--- config.mk ---
export PLATFORM = sky130hd
export DESIGN_NAME = pc_sequencer
export DESIGN_NICKNAME = d
export VERILOG_FILES = /design/src/rtl/pc_sequencer.sv
export SDC_FILE = /design/constraint.sdc
export NUM_CORES = 1
export LEC_CHECK = 0
export ABC_AREA = 0
export CAP_MARGIN = 10
export CORE_ASPECT_RATIO = 1.5
export CORE_MARGIN = 4
export CORE_UTILIZATION = 47
export DETAILED_ROUTE_END_ITERATION = 12
export GPL_ROUTABILITY_DRIVEN = 1
export PLACE_DENSITY = 0.77
export SLEW_MARGIN = 10
export SYNTH_ARGS = -nofsm -noshare
export SYNTH_HDL_FRONTEND = slang
export SYNTH_SLANG_ARGS = --single-unit
--- constraint.sdc ---
create_clock -name clk -period 2.7 [get_ports clk]
set_clock_uncertainty 0.05 [all_clocks]
set_input_delay 0.54 -clock clk [delete_from_list [all_inputs] [get_ports clk]]
set_output_delay 0.54 -clock clk [all_outputs]
set_load 0.01 [all_outputs]
--- src/rtl/pc_sequencer.sv ---
// Multi-phase program counter: phase counter, stall, async reset, jump/branch
// selection on the last phase; PC_CALL_STACK_EN adds a call/return stack.
module pc_sequencer #(
  parameter int unsigned          PC_WIDTH    = 16,
  parameter int unsigned          PHASES      = 5,
  parameter int unsigned          STATE_WIDTH = 3,
  parameter logic [PC_WIDTH-1:0]  RESET_PC    = '0,
  parameter int unsigned          STACK_DEPTH = 4
) (
  input  logic                   clk,
  input  logic                   reset,
  input  logic [PC_WIDTH-1:0]    address,
  input  logic                   rel,
  input  logic                   jump,
  input  logic                   beq,
  input  logic                   bne,
  input  logic                   compare,
  input  logic                   stall,
`ifdef PC_CALL_STACK_EN
  input  logic                   call,
  input  logic                   ret,
  output logic                   stack_err,
`endif
  output logic [PC_WIDTH-1:0]    pc,
  output logic [STATE_WIDTH-1:0] state,
  output logic                   last_phase,
  output logic                   redirect
);

  if (PHASES < 2 || (64'd1 << STATE_WIDTH) < 64'(PHASES) || STACK_DEPTH < 1) begin : g_param_check
    $error("pc_sequencer: invalid PHASES/STATE_WIDTH/STACK_DEPTH");
  end

  localparam logic [STATE_WIDTH-1:0] LAST = STATE_WIDTH'(PHASES - 1);

  logic [STATE_WIDTH-1:0] state_q, state_d;
  logic [PC_WIDTH-1:0]    pc_q, pc_d;
  logic [PC_WIDTH-1:0]    pc_inc, pc_rel;
  logic                   redirect_q, redirect_d;
  logic                   take_branch;

  assign pc_inc      = pc_q + PC_WIDTH'(1);
  assign pc_rel      = pc_q + address;
  assign take_branch = (beq & compare) | (bne & ~compare);
  assign last_phase  = (state_q == LAST);

`ifdef PC_CALL_STACK_EN
  localparam int unsigned SP_W  = $clog2(STACK_DEPTH + 1);
  localparam int unsigned IDX_W = (STACK_DEPTH > 1) ? $clog2(STACK_DEPTH) : 1;

  logic [PC_WIDTH-1:0] stack_mem [(1 << IDX_W)];
  logic [SP_W-1:0]     sp_q, sp_d;
  logic                err_q, err_d;
  logic                push;
  logic                stack_full, stack_empty;
  logic [IDX_W-1:0]    wr_idx, rd_idx;

  assign stack_full  = (sp_q == SP_W'(STACK_DEPTH));
  assign stack_empty = (sp_q == '0);
  assign wr_idx      = IDX_W'(sp_q);
  assign rd_idx      = IDX_W'(sp_q - SP_W'(1));
`endif

  always_comb begin
    state_d    = state_q;
    pc_d       = pc_q;
    redirect_d = redirect_q;
`ifdef PC_CALL_STACK_EN
    sp_d       = sp_q;
    err_d      = err_q;
    push       = 1'b0;
`endif
    if (!stall) begin
      redirect_d = 1'b0;
      if (!last_phase) begin
        state_d = state_q + STATE_WIDTH'(1);
      end else begin
        state_d = '0;
        pc_d    = pc_inc;
`ifdef PC_CALL_STACK_EN
        // ret/call head the priority chain; the trailing else joins the jump test.
        if (ret) begin
          if (stack_empty) begin
            err_d = 1'b1;
          end else begin
            pc_d       = stack_mem[rd_idx];
            redirect_d = 1'b1;
            sp_d       = sp_q - SP_W'(1);
          end
        end else if (call) begin
          pc_d       = address;
          redirect_d = 1'b1;
          if (stack_full) begin
            err_d = 1'b1;
          end else begin
            push = 1'b1;
            sp_d = sp_q + SP_W'(1);
          end
        end else
`endif
        if (jump) begin
          pc_d       = address;
          redirect_d = 1'b1;
        end else if (take_branch) begin
          pc_d       = rel ? pc_rel : address;
          redirect_d = 1'b1;
        end
      end
    end
  end

  always_ff @(posedge clk or posedge reset) begin
    if (reset) begin
      state_q    <= '0;
      pc_q       <= RESET_PC;
      redirect_q <= 1'b0;
    end else begin
      state_q    <= state_d;
      pc_q       <= pc_d;
      redirect_q <= redirect_d;
    end
  end

`ifdef PC_CALL_STACK_EN
  always_ff @(posedge clk or posedge reset) begin
    if (reset) begin
      sp_q  <= '0;
      err_q <= 1'b0;
    end else begin
      sp_q  <= sp_d;
      err_q <= err_d;
    end
  end

  // Entries above the pointer are don't-care, so the storage needs no reset.
  always_ff @(posedge clk) begin
    if (push) stack_mem[wr_idx] <= pc_inc;
  end

  assign stack_err = err_q;
`endif

  assign pc       = pc_q;
  assign state    = state_q;
  assign redirect = redirect_q;

endmodule

Yosys cells after proc, flatten, opt, wreduce, memory -nomap -nowiden
Cells that the tools add are included.
- add/subtract/negate cells: 3
- multiply operators: 0
- div/mod/pow operators: 0
- magnitude comparators: 0
- equality and inequality tests: 1
- shift operators: 0
- muxes and demuxes: 7
- bitwise gates (word level): 5
- reduce and logical (&&, ||, !) cells: 1
- operators by type and width (operator ; number):
    two-way mux 16 bit ; 3
    adder 16 x 1 -> 16 bit (second input constant) ; 1
    adder 16 bit ; 1
    adder 3 x 1 -> 3 bit (second input constant) ; 1
    == test 3 bit (second input constant) ; 1
    two-way mux 1 bit ; 3
    two-way mux 3 bit ; 1
    AND 1 bit ; 2
    NOT 1 bit ; 2
    AND reduction 2 bit ; 1
    bitwise OR 1 bit ; 1
- flip-flop bits (word level): 20
- bits in latches: 0
- RAM bits: 0
- memory bits (read-only): 0
- output and inout port bits: 21
- word-level logic and storage cells: 20
- memories: 0

Logic depth before layout (Yosys ltp)
Gate-level depths: netlist of run 1.
- word-level depth: 6
- mapped depth: 9

Least setup slack after synthesis of run 1
Ideal clock, no wire load.
- path type: input port to flip-flop
- start: input port address[0]
- end: register pc_q[14] (netlist: pc[14])
- library setup time: 0.077 ns
- data arrival time: 2.560 ns
- data required time: 2.573 ns
- setup slack: 0.013 ns
- stages on the path: 9
- buffers on the path: 0
- cells stage by stage: ha_1 > fa_1 > a21o_2 > a221oi_1 > o21ai_1 > a221oi_1 > xnor2_1 > nand2_1 > a21oi_1
- longest elaborated chain between the ends: 4
- ends and longest elaborated chain (element ; line ; source):
    start: declaration ; 12 ; input logic [PC_WIDTH-1:0] address,
    adder 16 bit ; 43 ; assign pc_rel = pc_q + address;
    two-way mux 16 bit ; 105 ; pc_d = rel ? pc_rel : address;
    two-way mux 16 bit ; 104 ; end else if (take_branch) begin
    two-way mux 16 bit ; 101 ; if (jump) begin
    end signal: assignment ; 119 ; pc_q <= pc_d;
    end: declaration ; 37 ; logic [PC_WIDTH-1:0] pc_q, pc_d;
Every way passes these cells.
A chain may end at the register's enable or synchronous reset.

Final worst setup path of run 1
- start: input port address[1]
- end: register pc_q[4] (netlist: pc[4])
Same word-level chain as after synthesis.

==> results of run 1 <==
## cell usage after synthesis (all sizes together), types with 3 or more instances
master,number,area [um2]
nand3,9,45.0
nand4,5,31.3
a31oi,5,46.3
ha,18,225
o22a,3,26.3
o21a,3,22.5
nor2,26,97.6
xnor2,11,96.3
nand2,26,97.6
o211ai,5,42.5
a21o,7,53.8
clkbuf,11,75.1
nor2b,4,25.0
o21ai,29,153
xor2,8,70.1
inv,8,30.0
mux2i,3,30.0
a21oi,27,146
dfrtp,20,500
a221oi,5,43.8
nor3,3,15.0
and3,6,37.5
## per-layer routing
metal | wire [um] | global-route usage
met1 | 2670 | 0.280
met4 | 529 | 0.209
met3 | 407 | 0.0306
met2 | 4030 | 0.471
met5 | 0 | 0
## worst max path at each step
stage | start | endpoint | cells past startpoint
after global routing | address[1] | pc[12] | 11
after global placement | address[0] | pc[14] | 11
after detailed placement | address[0] | pc[12] | 11
final | address[1] | pc[4] | 10
after floorplan | address[0] | pc[14] | 9
after CTS | address[3] | pc[13] | 9
## tightest hold or removal path, stage by stage, from the launching register on
cell and delay, ps:
sky130_fd_sc_hd__dfrtp_1 350, sky130_fd_sc_hd__nand2_1 50, sky130_fd_sc_hd__o21ai_0 70
## where the power goes
| group | total (uW) | switching, uW | internal [uW] |
|---|---|---|---|
| Combinational | 2420 | 1110 | 1310 |
| Clock | 321 | 123 | 198 |
| Sequential | 620 | 189 | 430 |
## area by class of cell
| class | count | share of cell area |
|---|---|---|
| inverter | 8 | 0.00903 |
| clock buffer | 3 | 0.0124 |
| timing repair buffer | 114 | 0.294 |
| multi-input combinational | 233 | 0.507 |
| sequential | 20 | 0.151 |
| clock inverter | 1 | 0.00903 |
| tap | 48 | 0.0181 |
## kinds of logic after synthesis
family / count (synthesis) / share of synthesized area
compound gates: 101 / 0.311
simple gates: 89 / 0.191
buf+inv: 21 / 0.0582
flops: 20 / 0.228
xor+xnor: 19 / 0.0758
fa+ha+maj: 19 / 0.112
mux: 5 / 0.0239
## per-stage QoR
stage	instance area (um2)	TNS (ps)	hold WS, ps
2_1_floorplan	2190	0	454
3_3_place_gp	3110	-3000	426
3_5_place_dp	3110	-3470	435
4_1_cts	3260	0	456
5_1_grt	3320	-76.7	519
6_report	3320	0	457
## registers in the layout, summed over array words and instances (netlist names)
register  count
pc           16
redirect      1
state         3
## what timing repair did
item | in CTS | in global routing
setup endpoints to repair | 7 | 8
buffers inserted | 3 | 0
gates resized for setup | 12 | 11
pin swaps | 5 | 7
==> flow_results.xml, run 1 <==
<?xml version="1.0" encoding="UTF-8"?>
<metrics>
  <group name="finish">
    <metric name="num-nets-final" unit="">423</metric>
    <metric name="utilization" unit="">0.738</metric>
    <metric name="area.sequential" unit="um2">500</metric>
    <metric name="layout.filler_cells" unit="">350</metric>
    <metric name="flow.area_growth_from_synthesis" unit="%">51.5</metric>
    <metric name="layout-drive-gt1-share" unit="">0.269</metric>
    <metric name="multi_input_comb_area" unit="um2">1680</metric>
    <metric name="layout.cells.most_common" unit="">sky130_fd_sc_hd__buf_4</metric>
    <metric name="insertedDiodeCount" unit="">0</metric>
    <metric name="most_frequent_cells_in_the_layout" unit="">69 x sky130_fd_sc_hd__buf_4, 38 x sky130_fd_sc_hd__clkdlybuf4s50_1, 26 x sky130_fd_sc_hd__nand2_1, 26 x sky130_fd_sc_hd__nor2_1, 23 x sky130_fd_sc_hd__a21oi_1</metric>
    <metric name="post_layout_nonfiller_instances" unit="">427</metric>
  </group>
  <group name="timing">
    <metric name="fmax" unit="MHz">372</metric>
    <metric name="drv_slew" unit="">0</metric>
    <metric name="slew_headroom" unit="">0.633</metric>
    <metric name="setup_viol_count_final" unit="">0</metric>
    <metric name="period_share" unit="">0.996</metric>
    <metric name="fin_crit" unit="ps">2690</metric>
    <metric name="rsz0062_at_grt" unit="">true</metric>
    <metric name="worst_slack" unit="ps">11.7</metric>
    <metric name="slew_at_the_pin_closest_to_its_max_slew_limit" unit="ps">536</metric>
    <metric name="final_report_hold_violation_count" unit="">0</metric>
  </group>
  <group name="worst_hold_path">
    <metric name="hold-path-cell-count" unit="">2</metric>
    <metric name="holdCritStartpoint" unit="">redirect</metric>
    <metric name="min-delay-path-class" unit="">reg2reg</metric>
    <metric name="holdPathEnd" unit="">redirect</metric>
  </group>
  <group name="floorplanning">
    <metric name="design.portCount" unit="">45</metric>
    <metric name="rows" unit="">30</metric>
    <metric name="die_y" unit="um">91.7</metric>
    <metric name="initial_core_util" unit="">0.487</metric>
    <metric name="die-width" unit="um">63.8</metric>
    <metric name="floorplan.core_area" unit="um2">4500</metric>
    <metric name="fp.dieArea" unit="um2">5850</metric>
  </group>
  <group name="placed_design">
    <metric name="number_of_instances_in_the_placed_design" unit="">420</metric>
    <metric name="dp.final_hpwl" unit="mm">5.96</metric>
    <metric name="gp_routability_congestion" unit="">0.994</metric>
    <metric name="port-buffer-count" unit="">44</metric>
    <metric name="dpl_worst_slack" unit="ps">-529</metric>
  </group>
  <group name="worst_setup_path">
    <metric name="cp.required" unit="ps">2820</metric>
    <metric name="slowest_delay" unit="ps">520</metric>
    <metric name="path_cells" unit="">dlygate4sd2_1, buf_4, fa_2, a21o_4, a21oi_1, nor3_1, a2111oi_1, buf_4, a31oi_1, o22a_1</metric>
    <metric name="critPathCaptureType" unit="">flop</metric>
    <metric name="crit_path_max_fanout" unit="">2</metric>
    <metric name="worstReg2RegEnd" unit="">pc[4]</metric>
    <metric name="worst_path_most_repeated_cell" unit="">sky130_fd_sc_hd__buf_4</metric>
    <metric name="cp.arrival" unit="ps">2810</metric>
    <metric name="critPathBufInv" unit="">3</metric>
    <metric name="path_delay_family" unit="">compound AO/OA/AOI/OAI gates</metric>
    <metric name="critical_path.reg2reg.startpoint" unit="">pc[0]</metric>
    <metric name="cp_slowest_cell" unit="">sky130_fd_sc_hd__a2111oi_1</metric>
    <metric name="crit_type" unit="">in2reg</metric>
    <metric name="r2r_setup_slack" unit="ps">120</metric>
    <metric name="reg2regPathDepth" unit="">9</metric>
    <metric name="start_kind" unit="">primary input</metric>
  </group>
  <group name="logic_synthesis">
    <metric name="synth_cell_types" unit="">56</metric>
    <metric name="synthArstFlopShare" unit="">1.00</metric>
    <metric name="synth_ff_type" unit="">sky130_fd_sc_hd__dfrtp_1</metric>
    <metric name="syn-mean-instance-area" unit="um2">8.01</metric>
    <metric name="seq_area_frac_synth" unit="">0.228</metric>
    <metric name="ys_seq_elements" unit="">20</metric>
    <metric name="synth_net_count" unit="">317</metric>
    <metric name="synth_cells" unit="">274</metric>
    <metric name="edff_count_synth" unit="">0</metric>
    <metric name="synth-warning-count" unit="">0</metric>
    <metric name="mappedNetlistArea" unit="um2">2190</metric>
  </group>
  <group name="global_route">
    <metric name="antenna_found_initial" unit="">0</metric>
    <metric name="number_of_global_route_vias_before_repair" unit="">2738</metric>
    <metric name="pin_count_of_the_biggest_net_entering_global_routing" unit="">21</metric>
    <metric name="grt_pass1_wl" unit="mm">12.4</metric>
    <metric name="globalRoute.totalOverflow" unit="">0</metric>
    <metric name="track_usage" unit="">0.267</metric>
  </group>
  <group name="cts">
    <metric name="tritoncts" unit="">done</metric>
    <metric name="htree_levels" unit="">1</metric>
    <metric name="hold_buffers" unit="">0</metric>
    <metric name="cts-root-to-sink-buffers" unit="">2</metric>
    <metric name="path_clk_slew" unit="ps">90</metric>
    <metric name="clock_latency" unit="ps">270</metric>
    <metric name="clock_tree.root_cell" unit="">sky130_fd_sc_hd__clkbuf_8</metric>
    <metric name="clkSinkCount" unit="">20</metric>
    <metric name="tritoncts.num_buffers" unit="">3</metric>
  </group>
  <group name="power">
    <metric name="static-leakage-power" unit="uW">0.00151</metric>
    <metric name="total_power" unit="uW">3360</metric>
    <metric name="cellPowerDensity" unit="nW/um2">1010</metric>
    <metric name="max-vdd-ir-drop" unit="uV">557</metric>
  </group>
  <group name="route">
    <metric name="post_drt_via_cell_ratio" unit="">6.06</metric>
    <metric name="firstDrtPassIters" unit="">5</metric>
    <metric name="post-route-drc-count" unit="">0</metric>
    <metric name="detailedRoute.firstIterationViolations" unit="">132</metric>
    <metric name="wl_per_cell" unit="um">17.9</metric>
    <metric name="routed_wirelength" unit="mm">7.64</metric>
    <metric name="detailroute.via_count" unit="">2588</metric>
    <metric name="ant_nets" unit="">0</metric>
  </group>
  <group name="job">
    <metric name="maximum_capacitance_violations" unit="">0</metric>
  </group>
  <group name="run_status">
    <metric name="run_status" unit="">completed</metric>
  </group>
</metrics>
(Power assumes the default switching activity.)
==> run 2: changes to the inputs <==
Clock period 2.7 ns to 2.35 ns, I/O delays scaled along.
==> flow_results.xml, run 2 (same netlist as run 1, synthesis figures left out) <==
<?xml version="1.0" encoding="UTF-8"?>
<metrics>
  <group name="worst_setup_path">
    <metric name="crit_path_max_fanout" unit="">2</metric>
    <metric name="worst_setup_path_endpoint" unit="">pc[13]</metric>
    <metric name="path_cells" unit="">dlygate4sd2_1, ha_4, o211ai_4, o21ai_4, a31oi_4, o21ai_2, or4b_4, a311o_1, a22o_1</metric>
    <metric name="crit_start" unit="">address[2]</metric>
    <metric name="start_kind" unit="">primary input</metric>
    <metric name="path_delay_family" unit="">compound AO/OA/AOI/OAI gates</metric>
    <metric name="critPathCaptureType" unit="">flop</metric>
    <metric name="slowest_delay" unit="ps">510</metric>
    <metric name="r2r_setup_slack" unit="ps">-160</metric>
    <metric name="critPathBufInv" unit="">1</metric>
    <metric name="worstReg2RegEnd" unit="">pc[13]</metric>
    <metric name="cp.required" unit="ps">2470</metric>
    <metric name="critical_path_cell_count" unit="">9</metric>
    <metric name="cp.arrival" unit="ps">2640</metric>
    <metric name="crit_type" unit="">in2reg</metric>
    <metric name="reg2regPathDepth" unit="">8</metric>
    <metric name="cp_slowest_cell" unit="">sky130_fd_sc_hd__or4b_4</metric>
    <metric name="critical_path.reg2reg.startpoint" unit="">pc[2]</metric>
  </group>
  <group name="cts">
    <metric name="path_clk_slew" unit="ps">90</metric>
    <metric name="cts-root-to-sink-buffers" unit="">2</metric>
    <metric name="clock_latency" unit="ps">270</metric>
    <metric name="tritoncts" unit="">done</metric>
    <metric name="tritoncts.num_buffers" unit="">3</metric>
    <metric name="hold_buffers" unit="">0</metric>
    <metric name="clock_tree.root_cell" unit="">sky130_fd_sc_hd__clkbuf_8</metric>
    <metric name="htree_levels" unit="">1</metric>
    <metric name="clkSinkCount" unit="">20</metric>
  </group>
  <group name="route">
    <metric name="post_drt_via_cell_ratio" unit="">6.27</metric>
    <metric name="post-route-drc-count" unit="">0</metric>
    <metric name="ant_nets" unit="">0</metric>
    <metric name="firstDrtPassIters" unit="">5</metric>
    <metric name="routed_wirelength" unit="mm">8.71</metric>
    <metric name="wl_per_cell" unit="um">19.3</metric>
    <metric name="detailedRoute.firstIterationViolations" unit="">274</metric>
    <metric name="detailroute.via_count" unit="">2830</metric>
  </group>
  <group name="timing">
    <metric name="fin_worst_hold_slack" unit="ps">455</metric>
    <metric name="setup_viol_count_final" unit="">7</metric>
    <metric name="fin_crit" unit="ps">2520</metric>
    <metric name="drv_slew" unit="">0</metric>
    <metric name="slew_at_the_pin_closest_to_its_max_slew_limit" unit="ps">369</metric>
    <metric name="period_share" unit="">1.07</metric>
    <metric name="worst_slack" unit="ps">-167</metric>
    <metric name="slew_headroom" unit="">0.747</metric>
    <metric name="fmax" unit="MHz">397</metric>
    <metric name="rsz0062_at_grt" unit="">true</metric>
    <metric name="final_report_hold_violation_count" unit="">0</metric>
    <metric name="setup-tns-final" unit="ps">-636</metric>
  </group>
  <group name="power">
    <metric name="max-vdd-ir-drop" unit="uV">737</metric>
    <metric name="p_sw_frac" unit="">0.430</metric>
    <metric name="combinationalPowerShare" unit="">0.757</metric>
    <metric name="internal-power" unit="uW">2430</metric>
    <metric name="static-leakage-power" unit="uW">0.00161</metric>
    <metric name="netSwitchingPower" unit="uW">1840</metric>
    <metric name="power_frac_clock" unit="">0.087</metric>
    <metric name="total_power" unit="uW">4270</metric>
    <metric name="cellPowerDensity" unit="nW/um2">1180</metric>
    <metric name="pwr-share-seq" unit="">0.156</metric>
  </group>
  <group name="placed_design">
    <metric name="gp_routability_congestion" unit="">0.930</metric>
    <metric name="dp.final_hpwl" unit="mm">6.25</metric>
    <metric name="port-buffer-count" unit="">44</metric>
  </group>
  <group name="finish">
    <metric name="insertedDiodeCount" unit="">0</metric>
    <metric name="most_frequent_cells_in_the_layout" unit="">94 x sky130_fd_sc_hd__buf_4, 35 x sky130_fd_sc_hd__clkdlybuf4s50_1, 26 x sky130_fd_sc_hd__nor2_1, 25 x sky130_fd_sc_hd__nand2_1, 20 x sky130_fd_sc_hd__o21ai_0</metric>
    <metric name="layout.cells.most_common" unit="">sky130_fd_sc_hd__buf_4</metric>
    <metric name="layout-drive-gt1-share" unit="">0.370</metric>
    <metric name="num-nets-final" unit="">447</metric>
    <metric name="flow.area_growth_from_synthesis" unit="%">64.4</metric>
    <metric name="largest_register_ffs" unit="">16</metric>
  </group>
  <group name="floorplanning">
    <metric name="floorplan.core_area" unit="um2">4500</metric>
    <metric name="fp.dieArea" unit="um2">5850</metric>
    <metric name="die-width" unit="um">63.8</metric>
    <metric name="initial_core_util" unit="">0.487</metric>
    <metric name="design.portCount" unit="">45</metric>
    <metric name="die_y" unit="um">91.7</metric>
    <metric name="rows" unit="">30</metric>
  </group>
  <group name="global_route">
    <metric name="antenna_found_initial" unit="">0</metric>
    <metric name="pin_count_of_the_biggest_net_entering_global_routing" unit="">21</metric>
    <metric name="globalRoute.totalOverflow" unit="">0</metric>
    <metric name="track_usage" unit="">0.304</metric>
    <metric name="grt_pass1_wl" unit="mm">14.0</metric>
    <metric name="number_of_global_route_vias_before_repair" unit="">3009</metric>
  </group>
  <group name="job">
    <metric name="maximum_capacitance_violations" unit="">0</metric>
  </group>
  <group name="run_status">
    <metric name="run_status" unit="">finished, violations left</metric>
    <metric name="violated_checks" unit="">setup timing</metric>
  </group>
  <group name="worst_hold_path">
    <metric name="min-delay-path-class" unit="">reg2reg</metric>
  </group>
</metrics>
==> run 2: cell types whose count changed in the layout (fill, tap and decap cells not counted), sizes merged <==
cell           change
buf               +25
clkdlybuf4s50      -3
dlygate4sd2        +3
dlymetal6s2s       -2
clkdlybuf4s15      +1
==> run 2: what timing repair did <==
| item | 4_1_cts | 5_1_grt |
|---|---|---|
| gates cloned | 0 | 0 |
| gates resized for setup | 36 | 9 |
| endpoints found under the setup margin | 9 | 10 |
| buffers inserted | 5 | 1 |
| pin swaps | 19 | 12 |
==> run 2: final cells by class <==
class,instances,area [um2]
Fill cell,289,897
Timing Repair Buffer,138,1130
Multi-Input combinational cell,233,1810
Clock buffer,3,41.3
Tap cell,48,60.1
Inverter,8,30.0
Clock inverter,1,30.0
Sequential cell,20,505
==> run 2: worst min path at each step <==
| stage | cells past startpoint | slack (ps) | start | to |
|---|---|---|---|---|
| floorplan | 1 | 380 | reset | pc[10] |
| global placement | 2 | 430 | redirect | redirect |
| detailed placement | 2 | 440 | redirect | redirect |
| CTS | 2 | 460 | redirect | redirect |
| global route | 2 | 510 | redirect | redirect |
| finish | 2 | 460 | redirect | redirect |
==> run 2: routing by layer <==
layer  share of wire  up-vias  global-route usage  wire length (um)
met5               0        -                   0                 0
met4            0.10        0               0.265               909
met3           0.052       71              0.0306               456
met2            0.49      162               0.535              4280
met1            0.35     1314               0.312              3060
li1                -     1283                   -                 -
==> run 2: tightest hold or removal path: stages, from the launching register on <==
cell	delay [ps]
sky130_fd_sc_hd__dfrtp_1	360
sky130_fd_sc_hd__nand2_1	50
sky130_fd_sc_hd__o21ai_0	60
==> run 2: power by group through the flow <==
| stage | Sequential [uW] | Clock [uW] | Combinational (uW) |
|---|---|---|---|
| 6_report | 665 | 371 | 3230 |
| 5_1_grt | 683 | 386 | 3460 |
| 4_1_cts | 660 | 372 | 3030 |
| 3_5_place_dp | 658 | 0 | 2780 |
| 3_3_place_gp | 646 | 0 | 2720 |
| 2_1_floorplan | 789 | 0 | 1360 |
==> run 2: stage by stage <==
stage | instance area [um2] | setup WS [ps] | utilization | cells
2_1_floorplan | 2270 | -88.0 | - | 274
3_3_place_gp | 3330 | -700 | 0.740 | 441
3_5_place_dp | 3330 | -776 | 0.740 | 441
4_1_cts | 3550 | -134 | 0.788 | 450
5_1_grt | 3610 | -249 | 0.801 | 451
6_report | 3610 | -167 | 0.801 | 451
